[src/rtl/bus_bridge_pkg.sv]
// rtl/bus_bridge_pkg.sv - shared types and constants for the serial-bus bridge slave
//
// Purpose: FSM state encoding, transaction mode constants and request-frame
//          field offsets used by bus_bridge_slave_q.
// Ports:   none (package).
package bus_bridge_pkg;

  typedef enum logic [2:0] {
    ST_IDLE  = 3'd0,
    ST_ADDR  = 3'd1,
    ST_WDATA = 3'd2,
    ST_PUSH  = 3'd3,
    ST_SPLIT = 3'd4,
    ST_GRANT = 3'd5,
    ST_RDATA = 3'd6
  } state_e;

  localparam logic MODE_WRITE = 1'b1;
  localparam logic MODE_READ  = 1'b0;

  // Frame layout is {mode, data, addr}: addr at bit 0, data above it, mode at MSB.
  function automatic int frame_data_lsb(input int addr_width);
    return addr_width;
  endfunction

  function automatic int frame_mode_bit(input int addr_width, input int data_width);
    return addr_width + data_width;
  endfunction

endpackage

[src/rtl/bus_bridge_fifo.sv]
// rtl/bus_bridge_fifo.sv - first-word-fall-through request frame FIFO
//
// Purpose: synchronous FWFT queue; the head entry is always visible on rdata_o
//          while the FIFO is not empty.
// Ports:   clk, rst (async, active-high)
//          push_i/wdata_i  - write side; a push while full is discarded
//          pop_i           - removes the head; ignored when empty
//          rdata_o         - head entry
//          count_o         - occupancy, 0..DEPTH
//          full_o, empty_o - occupancy flags
module bus_bridge_fifo #(
  parameter int WIDTH = 21,
  parameter int DEPTH = 4
) (
  input  logic                   clk,
  input  logic                   rst,
  input  logic                   push_i,
  input  logic [WIDTH-1:0]       wdata_i,
  input  logic                   pop_i,
  output logic [WIDTH-1:0]       rdata_o,
  output logic [$clog2(DEPTH):0] count_o,
  output logic                   full_o,
  output logic                   empty_o
);

  localparam int PW = $clog2(DEPTH);
  localparam int CW = PW + 1;

  logic [WIDTH-1:0] mem_q [DEPTH];
  logic [PW-1:0]    wr_ptr_q;
  logic [PW-1:0]    rd_ptr_q;
  logic [CW-1:0]    count_q;
  logic             do_push;
  logic             do_pop;

  assign empty_o = (count_q == '0);
  assign full_o  = (count_q == CW'(DEPTH));
  assign do_push = push_i && !full_o;
  assign do_pop  = pop_i && !empty_o;
  assign rdata_o = mem_q[rd_ptr_q];
  assign count_o = count_q;

  // Storage carries no reset; only the pointers and count define validity.
  always_ff @(posedge clk) begin
    if (do_push) begin
      mem_q[wr_ptr_q] <= wdata_i;
    end
  end

  // DEPTH is a power of two, so pointers wrap by natural overflow.
  always_ff @(posedge clk or posedge rst) begin
    if (rst) begin
      wr_ptr_q <= '0;
      rd_ptr_q <= '0;
      count_q  <= '0;
    end else begin
      if (do_push) wr_ptr_q <= wr_ptr_q + PW'(1);
      if (do_pop)  rd_ptr_q <= rd_ptr_q + PW'(1);
      count_q <= count_q + CW'(do_push) - CW'(do_pop);
    end
  end

endmodule

[src/rtl/bus_bridge_slave_q.sv]
// rtl/bus_bridge_slave_q.sv - serial-bus bridge slave with queued requests and split reads
//
// Purpose: deserialises bit-serial bus transactions into {mode, data, addr}
//          frames queued toward a UART; reads are completed as split
//          transactions once the remote response arrives.
// Ports:   clk, rst (async, active-high)
//          swdata, smode, mvalid  - serial master side (LSB first)
//          split_grant            - arbiter re-grant for the split read
//          srdata, svalid         - serial read data back to the master
//          sready, ssplit         - slave status toward the bus
//          tx_frame/tx_valid/tx_ready - request frames toward the UART
//          rx_data/rx_valid       - remote read response
//          fifo_count             - request FIFO occupancy
//          rd_timeout             - (BRIDGE_RD_TIMEOUT_EN only) split read timed out
// Option:  define BRIDGE_RD_TIMEOUT_EN to add the RD_TIMEOUT parameter and the
//          rd_timeout output; otherwise SPLIT waits indefinitely.
module bus_bridge_slave_q
  import bus_bridge_pkg::*;
#(
  parameter int ADDR_WIDTH  = 12,
  parameter int DATA_WIDTH  = 8,
  parameter int FIFO_DEPTH  = 4,
  parameter int FRAME_WIDTH = ADDR_WIDTH + DATA_WIDTH + 1
`ifdef BRIDGE_RD_TIMEOUT_EN
  ,
  parameter int RD_TIMEOUT  = 100000
`endif
) (
  input  logic                        clk,
  input  logic                        rst,
  input  logic                        swdata,
  input  logic                        smode,
  input  logic                        mvalid,
  input  logic                        split_grant,
  output logic                        srdata,
  output logic                        svalid,
  output logic                        sready,
  output logic                        ssplit,
  output logic [FRAME_WIDTH-1:0]      tx_frame,
  output logic                        tx_valid,
  input  logic                        tx_ready,
  input  logic [DATA_WIDTH-1:0]       rx_data,
  input  logic                        rx_valid,
`ifdef BRIDGE_RD_TIMEOUT_EN
  output logic                        rd_timeout,
`endif
  output logic [$clog2(FIFO_DEPTH):0] fifo_count
);

  localparam int CW       = $clog2(FIFO_DEPTH) + 1;
  localparam int CNT_MAX  = (ADDR_WIDTH > DATA_WIDTH) ? ADDR_WIDTH : DATA_WIDTH;
  localparam int CNT_W    = $clog2(CNT_MAX);
  localparam int DATA_LSB = frame_data_lsb(ADDR_WIDTH);
  localparam int MODE_BIT = frame_mode_bit(ADDR_WIDTH, DATA_WIDTH);

  state_e                 state_q, state_d;
  logic                   mode_q;
  logic [ADDR_WIDTH-1:0]  addr_q;
  logic [DATA_WIDTH-1:0]  data_q;
  logic [DATA_WIDTH-1:0]  rdata_q;
  logic [CNT_W-1:0]       cnt_q;
  logic                   sready_q, sready_d;
  logic [CW-1:0]          count_d;
  logic                   push;
  logic                   pop;
  logic                   addr_last;
  logic                   data_last;
  logic                   timeout_hit;
  logic                   fifo_full;
  logic                   fifo_empty;
  logic [FRAME_WIDTH-1:0] push_frame;

  assign addr_last = (cnt_q == CNT_W'(ADDR_WIDTH - 1));
  assign data_last = (cnt_q == CNT_W'(DATA_WIDTH - 1));

  // ---------------- FSM: state register ----------------
  always_ff @(posedge clk or posedge rst) begin
    if (rst) state_q <= ST_IDLE;
    else     state_q <= state_d;
  end

  // ---------------- FSM: next state ----------------
  always_comb begin
    state_d = state_q;
    case (state_q)
      ST_IDLE:  if (mvalid && sready_q) state_d = ST_ADDR;
      ST_ADDR:  if (mvalid && addr_last)
                  state_d = (mode_q == MODE_READ) ? ST_PUSH : ST_WDATA;
      ST_WDATA: if (mvalid && data_last) state_d = ST_PUSH;
      ST_PUSH:  state_d = (mode_q == MODE_WRITE) ? ST_IDLE : ST_SPLIT;
      ST_SPLIT: if (rx_valid || timeout_hit) state_d = ST_GRANT;
      ST_GRANT: if (split_grant) state_d = ST_RDATA;
      ST_RDATA: if (data_last) state_d = ST_IDLE;
      default:  state_d = ST_IDLE;
    endcase
  end

  // ---------------- FSM: outputs ----------------
  // sready is registered from the next state and next FIFO count so that it
  // is low throughout reset and exactly tracks occupancy once in IDLE.
  always_comb begin
    push     = (state_q == ST_PUSH);
    pop      = tx_valid && tx_ready;
    count_d  = fifo_count + CW'(push) - CW'(pop);
    sready_d = 1'b0;
    case (state_d)
      ST_IDLE:           sready_d = (count_d < CW'(FIFO_DEPTH));
      ST_ADDR, ST_WDATA: sready_d = 1'b1;
      default:           sready_d = 1'b0;
    endcase
    svalid = (state_q == ST_RDATA);
    srdata = svalid && rdata_q[0];
    ssplit = (state_q == ST_SPLIT);
  end

  assign sready = sready_q;

  always_comb begin
    push_frame                                = '0;
    push_frame[ADDR_WIDTH-1:0]                = addr_q;
    push_frame[DATA_LSB +: DATA_WIDTH]        = (mode_q == MODE_WRITE) ? data_q : '0;
    push_frame[MODE_BIT]                      = mode_q;
  end

  // ---------------- datapath ----------------
  // Address and data shift in from the top, so after exactly ADDR_WIDTH
  // (DATA_WIDTH) shifts the first serial bit sits at bit 0.
  always_ff @(posedge clk or posedge rst) begin
    if (rst) begin
      sready_q <= 1'b0;
      mode_q   <= 1'b0;
      addr_q   <= '0;
      data_q   <= '0;
      rdata_q  <= '0;
      cnt_q    <= '0;
    end else begin
      sready_q <= sready_d;
      case (state_q)
        ST_IDLE: begin
          if (mvalid && sready_q) begin
            mode_q <= smode;
            addr_q <= {swdata, addr_q[ADDR_WIDTH-1:1]};
            cnt_q  <= CNT_W'(1);
          end
        end
        ST_ADDR: begin
          if (mvalid) begin
            addr_q <= {swdata, addr_q[ADDR_WIDTH-1:1]};
            cnt_q  <= addr_last ? '0 : cnt_q + CNT_W'(1);
          end
        end
        ST_WDATA: begin
          if (mvalid) begin
            data_q <= {swdata, data_q[DATA_WIDTH-1:1]};
            cnt_q  <= data_last ? '0 : cnt_q + CNT_W'(1);
          end
        end
        ST_SPLIT: begin
          if (rx_valid)         rdata_q <= rx_data;
          else if (timeout_hit) rdata_q <= '1;
        end
        ST_RDATA: begin
          rdata_q <= {1'b0, rdata_q[DATA_WIDTH-1:1]};
          cnt_q   <= data_last ? '0 : cnt_q + CNT_W'(1);
        end
        default: ;
      endcase
    end
  end

`ifdef BRIDGE_RD_TIMEOUT_EN
  localparam int TW = $clog2(RD_TIMEOUT + 1);
  logic [TW-1:0] tcnt_q;

  // Counts cycles spent in SPLIT; FSM leaves SPLIT before it can wrap.
  always_ff @(posedge clk or posedge rst) begin
    if (rst)                      tcnt_q <= '0;
    else if (state_q == ST_SPLIT) tcnt_q <= tcnt_q + TW'(1);
    else                          tcnt_q <= '0;
  end

  assign timeout_hit = (state_q == ST_SPLIT) && !rx_valid && (tcnt_q == TW'(RD_TIMEOUT - 1));
  assign rd_timeout  = timeout_hit;
`else
  assign timeout_hit = 1'b0;
`endif

  // ---------------- request queue ----------------
  bus_bridge_fifo #(
    .WIDTH (FRAME_WIDTH),
    .DEPTH (FIFO_DEPTH)
  ) u_req_fifo (
    .clk     (clk),
    .rst     (rst),
    .push_i  (push),
    .wdata_i (push_frame),
    .pop_i   (pop),
    .rdata_o (tx_frame),
    .count_o (fifo_count),
    .full_o  (fifo_full),
    .empty_o (fifo_empty)
  );

  assign tx_valid = !fifo_empty;

  // Space is reserved when a transaction is accepted in IDLE.
  a_no_push_full: assert property (@(posedge clk) disable iff (rst) !(push && fifo_full));

endmodule

[config.mk]
export PLATFORM = sky130hd
export DESIGN_NAME = bus_bridge_slave_q
export DESIGN_NICKNAME = d
export VERILOG_FILES = /design/src/rtl/bus_bridge_pkg.sv /design/src/rtl/bus_bridge_fifo.sv /design/src/rtl/bus_bridge_slave_q.sv
export SDC_FILE = /design/constraint.sdc
export NUM_CORES = 1
export LEC_CHECK = 0
export BUFFER_PORTS_ARGS = -buffer_cell sky130_fd_sc_hd__buf_2
export CORE_MARGIN = 3
export CORE_UTILIZATION = 55
export DETAILED_ROUTE_END_ITERATION = 16
export GPL_TIMING_DRIVEN = 0
export HOLD_SLACK_MARGIN = 0.05
export PLACE_DENSITY = 0.74
export SYNTH_ARGS = -nofsm -noshare
export SYNTH_HDL_FRONTEND = slang
export SYNTH_HIERARCHICAL = 1
export SYNTH_SLANG_ARGS = --single-unit
[constraint.sdc]
create_clock -name clk -period 5.33 [get_ports clk]
set_clock_uncertainty 0.2 [all_clocks]
set_input_delay 0.533 -clock clk [delete_from_list [all_inputs] [get_ports clk]]
set_output_delay 0.533 -clock clk [all_outputs]
set_load 0.005 [all_outputs]
Word-level counts from Yosys, hierarchy flattened --
Memory sizes are Yosys's and may differ from the RTL's. Cells that the tools add are included.
Operators by class: $lt $le $gt $ge 1, $add $sub $neg 7, muxes and demuxes 24, equal/unequal tests 15, reductions and logical operators 21
Operators by type and width (count):
- 12-bit two-way mux | 2
- 12-bit case mux with 2 select lines | 1
- 3-bit two-way mux | 7
- 3-bit case mux with 7 select lines | 1
- 4-bit two-way mux | 5
- 8-bit two-way mux | 2
- 4-bit case mux with 4 select lines | 1
- 8-bit case mux with 2 select lines | 1
- 3-bit == test (second input constant) | 4
- 3-bit by 2-bit == test with 1-bit output (second input constant) | 3
- 3-bit zero test | 3
- 1-bit logical AND | 7
- 3-bit by 1-bit adder with 3-bit output | 2
- 3-bit by 1-bit == test with 1-bit output (second input constant) | 2
- 2-bit != test (second input constant) | 3
- 2-bit AND reduction | 3
- 3-bit by 1-bit subtractor with 3-bit output | 2
- 2-bit by 1-bit adder with 2-bit output (second input constant) | 2
- 4-bit by 1-bit adder with 4-bit output (second input constant) | 1
- 4-bit by 3-bit == test with 1-bit output (second input constant) | 1
- 4-bit == test (second input constant) | 1
- 4-bit AND reduction | 1
- 2-bit nonzero test | 2
- 4-bit nonzero test | 1
- other kinds (7) | 10
Word-level totals: memories kept 1, bits in registers 44, bits of input ports 16, logic and storage cells 79, memory bits (writable) 84, output and inout port bits 29
Memories:
- u_req_fifo.mem_q | depth 4, bits a word 21, rd ports 1, clocked after memory_dff 0, write ports 1, line bus_bridge_fifo.sv:29 | logic [WIDTH-1:0] mem_q [DEPTH];

Longest topological paths before layout --
word-level depth 7, mapped depth 11, mapped depth without buffers 10

Cells and area by module --
The synthesis kept the hierarchy.
Modules (own cells, without submodules):
- bus_bridge_fifo | instances 1, area an instance 3534.6 um^2, cells an instance 153, seq. area each 2697.6 um^2
- bus_bridge_slave_q | instances 1, area an instance 1789.2 um^2, cells an instance 163, seq. area each 925.9 um^2

Least setup slack after synthesis --
Ideal clock, no wire load.
kind reg2reg, start point register u_req_fifo.count_q[1] (netlist: u_req_fifo/count_o[1]), end point register u_req_fifo.count_q[2] (netlist: u_req_fifo/count_o[2]), path slack 2.828 ns, cell stages (with the launch flop) 12, data required time 5.000 ns, data arrival time 2.172 ns, setup time 0.130 ns, buffers on the path 1, clock period less this slack 2.502 ns, cells stage by stage dfrtp_1 -> buf_2 -> nor3_1 -> nor2b_1 -> o31ai_1 -> inv_1 -> ha_1 -> inv_1 -> ha_1 -> fa_1 -> xor2_1 -> xnor2_1
On the way: longest elaborated chain between the ends 5, elaborated cells between the ends (all ways) 9, those cells by class add/sub (2); eq/ne (1); reduce/logical (6)
Ends and longest elaborated chain:
- from (decl) | line bus_bridge_fifo.sv:32 | logic [CW-1:0] count_q;
- from (signal assigned) | line bus_bridge_fifo.sv:59 | count_q <= count_q + CW'(do_push) - CW'(do_pop);
- 3-bit zero test | line bus_bridge_fifo.sv:36 | assign empty_o = (count_q == '0);
- net fifo_empty | line bus_bridge_slave_q.sv:70 | logic fifo_empty;
- 1-bit zero test | line bus_bridge_slave_q.sv:204 | assign tx_valid = !fifo_empty;
- 1-bit logical AND | line bus_bridge_slave_q.sv:103 | pop = tx_valid && tx_ready;
- net pop | line bus_bridge_slave_q.sv:65 | logic pop;
- 1-bit logical AND | line bus_bridge_fifo.sv:39 | assign do_pop = pop_i && !empty_o;
- net u_req_fifo.do_pop | line bus_bridge_fifo.sv:34 | logic do_pop;
- 3-bit by 1-bit subtractor with 3-bit output | line bus_bridge_fifo.sv:59
The timed path passes the listed nets, and every way through them passes these cells. A chain may end at the register's enable or synchronous reset.

Final worst setup path --
Ends and elaborated chain as after synthesis.

==> flow_metrics.py <==
metrics = {
    "job": {
        "maxCapViolCount": 0,
    },
    "yosys": {
        "synth-warning-count": 6,
        "syn_area_sq_mm": 0.00532,
        "synth.ff_latch_count": 128,
        "netlist.top_cell.by_area": "edfxtp_1",
        "synth-async-reset-ratio_pct": 34.4,
        "cell_variety_after_synth": 45,
        "postSynthAreaPerCell_sq_um": 16.8,
        "synth.area.top_cells": "edfxtp_1 (47%), dfrtp_1 (21%), mux4_2 (8.9%), mux2_2 (4.7%), ha_1 (2.1%)",
        "ys_dominant_reg_cell": "edfxtp_1",
        "synthesized_nets": 342,
        "synthesis.instances": 316,
        "edff_count_synth": 84,
        "synthDominantCellAreaShare_pct": 47.4,
        "synth-seq-area-share_pct": 68.1,
    },
    "global_route": {
        "most_congested_layer_reported_by_global_routing": "met2",
        "use_met2_pct": 30.1,
        "gr-total-overflow": 0,
        "grt_first_pass_wirelength_um": 15900,
        "initial_antenna_violation_count": 0,
        "globalRouteMet3Util_pct": 5.46,
        "grtUsageTotal_pct": 18.9,
        "grt_max_degree": 38,
        "grt_use_met1_pct": 25.6,
        "grt_pass1_vias": 3076,
    },
    "power": {
        "p_int_mw": 2.70,
        "power_density_mw_per_mm2": 603,
        "combPwrFrac_pct": 28.4,
        "ir_drop_uv": 313,
        "sequentialPowerShare_pct": 40.4,
        "clock_power_share_pct": 31.2,
        "power_switching_share_pct": 29.6,
        "total_switching_power_mw": 1.14,
        "cellLeakagePower_nw": 2.47,
    },
    "clock_tree": {
        "worst_setup_hold_path_clk_slew_ps": 60,
        "clock_tree.htree_level_count": 4,
        "clock_path_buffers": 2,
        "tritoncts": "built",
        "tritoncts.num_buffers": 17,
        "cts.sink_count": 128,
        "clock_insertion_delay_worst_skew_ps": 510,
        "cts_root_buffer": "clkbuf_8",
    },
    "detailed_routing": {
        "drt_initial_violations": 121,
        "final_routed_wirelength_across_all_metal_layers_um": 9120,
        "vias": 2894,
        "post_drt_via_cell_ratio": 5.51,
        "drt_first_pass_iters": 4,
        "wl_per_cell_um": 17.4,
        "post-route-drc-count": 0,
        "final_antenna_net_count": 0,
    },
    "min_path": {
        "min_delay_path_depth": 2,
        "holdCritPathClass": "in -> reg",
    },
    "sta": {
        "timing.slew.headroom_pct": 20.5,
        "hold_slack_ps": 97.9,
        "slew_viol_final": 0,
        "tightestPinTransition_ps": 1190,
        "post-route-min-period_ps": 2710,
        "achievable-frequency_mhz": 369,
        "finalSetupViolCount": 0,
        "final-hold-violation-count": 0,
        "setup-tns-final_ps": 0,
        "rsz0062_at_grt": "no",
        "final_min_period_over_clock_period_pct": 50.9,
    },
    "die": {
        "die-width_um": 104,
        "initial_utilization_pct": 57.1,
        "die_area_sq_mm": 0.0109,
        "boundaryPins": 45,
        "core_sq_mm": 0.00933,
        "floorplan.rows": 35,
        "die_height_um": 104,
    },
    "placement": {
        "place_congestion": 0.817,
        "dpl_cell_area_sq_mm": 0.00571,
        "port_buffers": 44,
        "place_hpwl_um": 5550,
    },
    "cells_and_area": {
        "layout-area-overhead-vs-synth_pct": 19.6,
        "final_layout_size_suffix_gt1_share_pct": 33.8,
        "num_antenna_cells": 0,
        "n_fill_cell": 658,
        "multi_input_comb_area_sq_mm": 0.00153,
        "final_design_area_no_fill_sq_mm": 0.00637,
        "layout.nets": 409,
        "sequential_cell_area_sq_mm": 0.00362,
    },
    "worst_setup_path": {
        "end_kind": "flip-flop",
        "timing.critical_path.required_ps": 5520,
        "worstReg2RegEnd": "u_req_fifo/count_o[2]",
        "timing_worst_setup_path_type": "reg -> reg",
        "worst_setup_path_endpoint": "u_req_fifo/count_o[2]",
        "setup.reg_to_reg.worst_slack_ps": 2620,
        "startpoint_kind_of_the_worst_setup_timing_path": "flip-flop",
        "worst_r2r_startpoint": "u_req_fifo/count_o[1]",
        "worstPathArrival_ps": 2900,
        "worst_r2r_path_depth": 11,
        "worst_setup_path_startpoint": "u_req_fifo/count_o[1]",
        "critical_path_peak_fanout": 8,
    },
    "outcome": {
        "status": "complete, no violations",
    },
}
[synth_stat cells (2+ instances only)]
cell type  count
nand3b_1       3
nor3b_4        2
o21ai_0        6
o211ai_1       3
o22ai_1        7
nand4bb_1      2
xor2_1         2
buf_2          5
and2_1         8
inv_1         15
buf_12         2
nor2_1        18
and2b_1        2
and3b_1        5
mux2_2        22
xnor2_1        4
nor2b_1        2
nand3_1        4
a21oi_1        2
ha_1           9
nand2_1       13
nand4_1        3
buf_6          3
dfrtp_1       44
nand2b_1       6
mux4_2        21
nor3_1         2
edfxtp_1      84
[power groups by stage]
stage | Combinational, mW | Clock (mW) | Sequential, mW
2_1_floorplan | 0.818 | 0 | 1.51
3_3_place_gp | 1.06 | 0 | 1.55
3_5_place_dp | 1.10 | 0 | 1.57
4_1_cts | 1.11 | 1.22 | 1.55
5_1_grt | 1.22 | 1.27 | 1.59
6_report | 1.09 | 1.20 | 1.55
[how the worst min path moves through the flow]
stage	start	to	slack [ps]
final	swdata	data_q[7]	100
after floorplan	rst	u_req_fifo/count_o[0]	140
after global placement	rdata_q[4]	rdata_q[4]	280
after CTS	swdata	data_q[7]	80
after detailed placement	rdata_q[1]	rdata_q[1]	290
after global routing	swdata	data_q[7]	80
[sequential cells by signal, summed over array words and instances, names as in the netlist]
register and cells:
cnt_q 4, mode_q 1, addr_q 12, u_req_fifo/count_o 3, u_req_fifo/mem_q 84, data_q 8, rdata_q 8, sready 1
u_req_fifo/rd_ptr_q 2, state_q 3, u_req_fifo/wr_ptr_q 2
[cell families after synthesis]
| kind of cell | after synthesis | share of synthesized area (%) |
|---|---|---|
| flops | 128 | 68.1 |
| simple gates | 76 | 8.63 |
| mux | 43 | 13.5 |
| buf+inv | 27 | 3.13 |
| compound gates | 26 | 3.17 |
| fa+ha+maj | 10 | 2.49 |
| xor+xnor | 6 | 0.987 |
[area by class of cell]
| cell class | count | area share [%] |
|---|---|---|
| buffer | 12 | 1.73 |
| clock buffer | 18 | 6.56 |
| clock inverter | 14 | 3.18 |
| inverter | 15 | 0.884 |
| multi-input combinational | 161 | 24.1 |
| sequential | 128 | 56.9 |
| tap | 129 | 2.54 |
| timing repair buffer | 48 | 4.09 |
[per-layer routing]
| metal | vias up | part of all wire, % |
|---|---|---|
| met2 | 48 | 50 |
| met1 | 1496 | 46 |
| li1 | 1340 | - |
| met4 | 0 | 0.90 |
| met3 | 10 | 3.0 |
| met5 | - | 0 |
[cell usage in the layout, fill, tap and decap left out, drive strengths merged, types with 2 or more instances in the layout]
cell type,count
edfxtp,84
buf,55
dfrtp,44
mux2,22
mux4,21
inv,20
clkbuf,19
nor2,18
nand2,13
ha,9
and2,8
o22ai,7
nand2b,6
o21ai,6
and3b,5
nand3,4
xnor2,4
clkinvlp,4
bufinv,4
dlygate4sd3,4
nor3b,4
nand3b,3
nand4,3
o211ai,3
and2b,2
nor2b,2
xor2,2
nor3,2
a21oi,2
nand4bb,2
[worst max-delay path: stages, from the launching register on]
cell and delay, ps:
dfrtp_1 410, buf_2 200, nor3_1 280, nor2b_1 120, o31ai_1 120, inv_1 80
ha_1 290, inv_1 40, ha_1 180, fa_1 370, xor2_1 160, xnor2_1 130
[through the flow]
stage / power (mW) / setup WS [ps] / util [%] / std cells
detailed placement: 2.67 / 2590 / 61.2 / 489
finish: 3.84 / 2620 / 68.2 / 525
floorplan: 2.33 / 2830 / - / 316
CTS: 3.88 / 2570 / 68.2 / 525
global placement: 2.62 / 2610 / 61.2 / 489
global route: 4.08 / 2410 / 68.2 / 525
[what timing repair did]
item,4_1_cts,5_1_grt
hold endpoints to repair,46,0
buffers inserted,0,0
resized for setup,0,0
hold buffers,4,0
No activity file was read; power rests on OpenSTA's default activity.
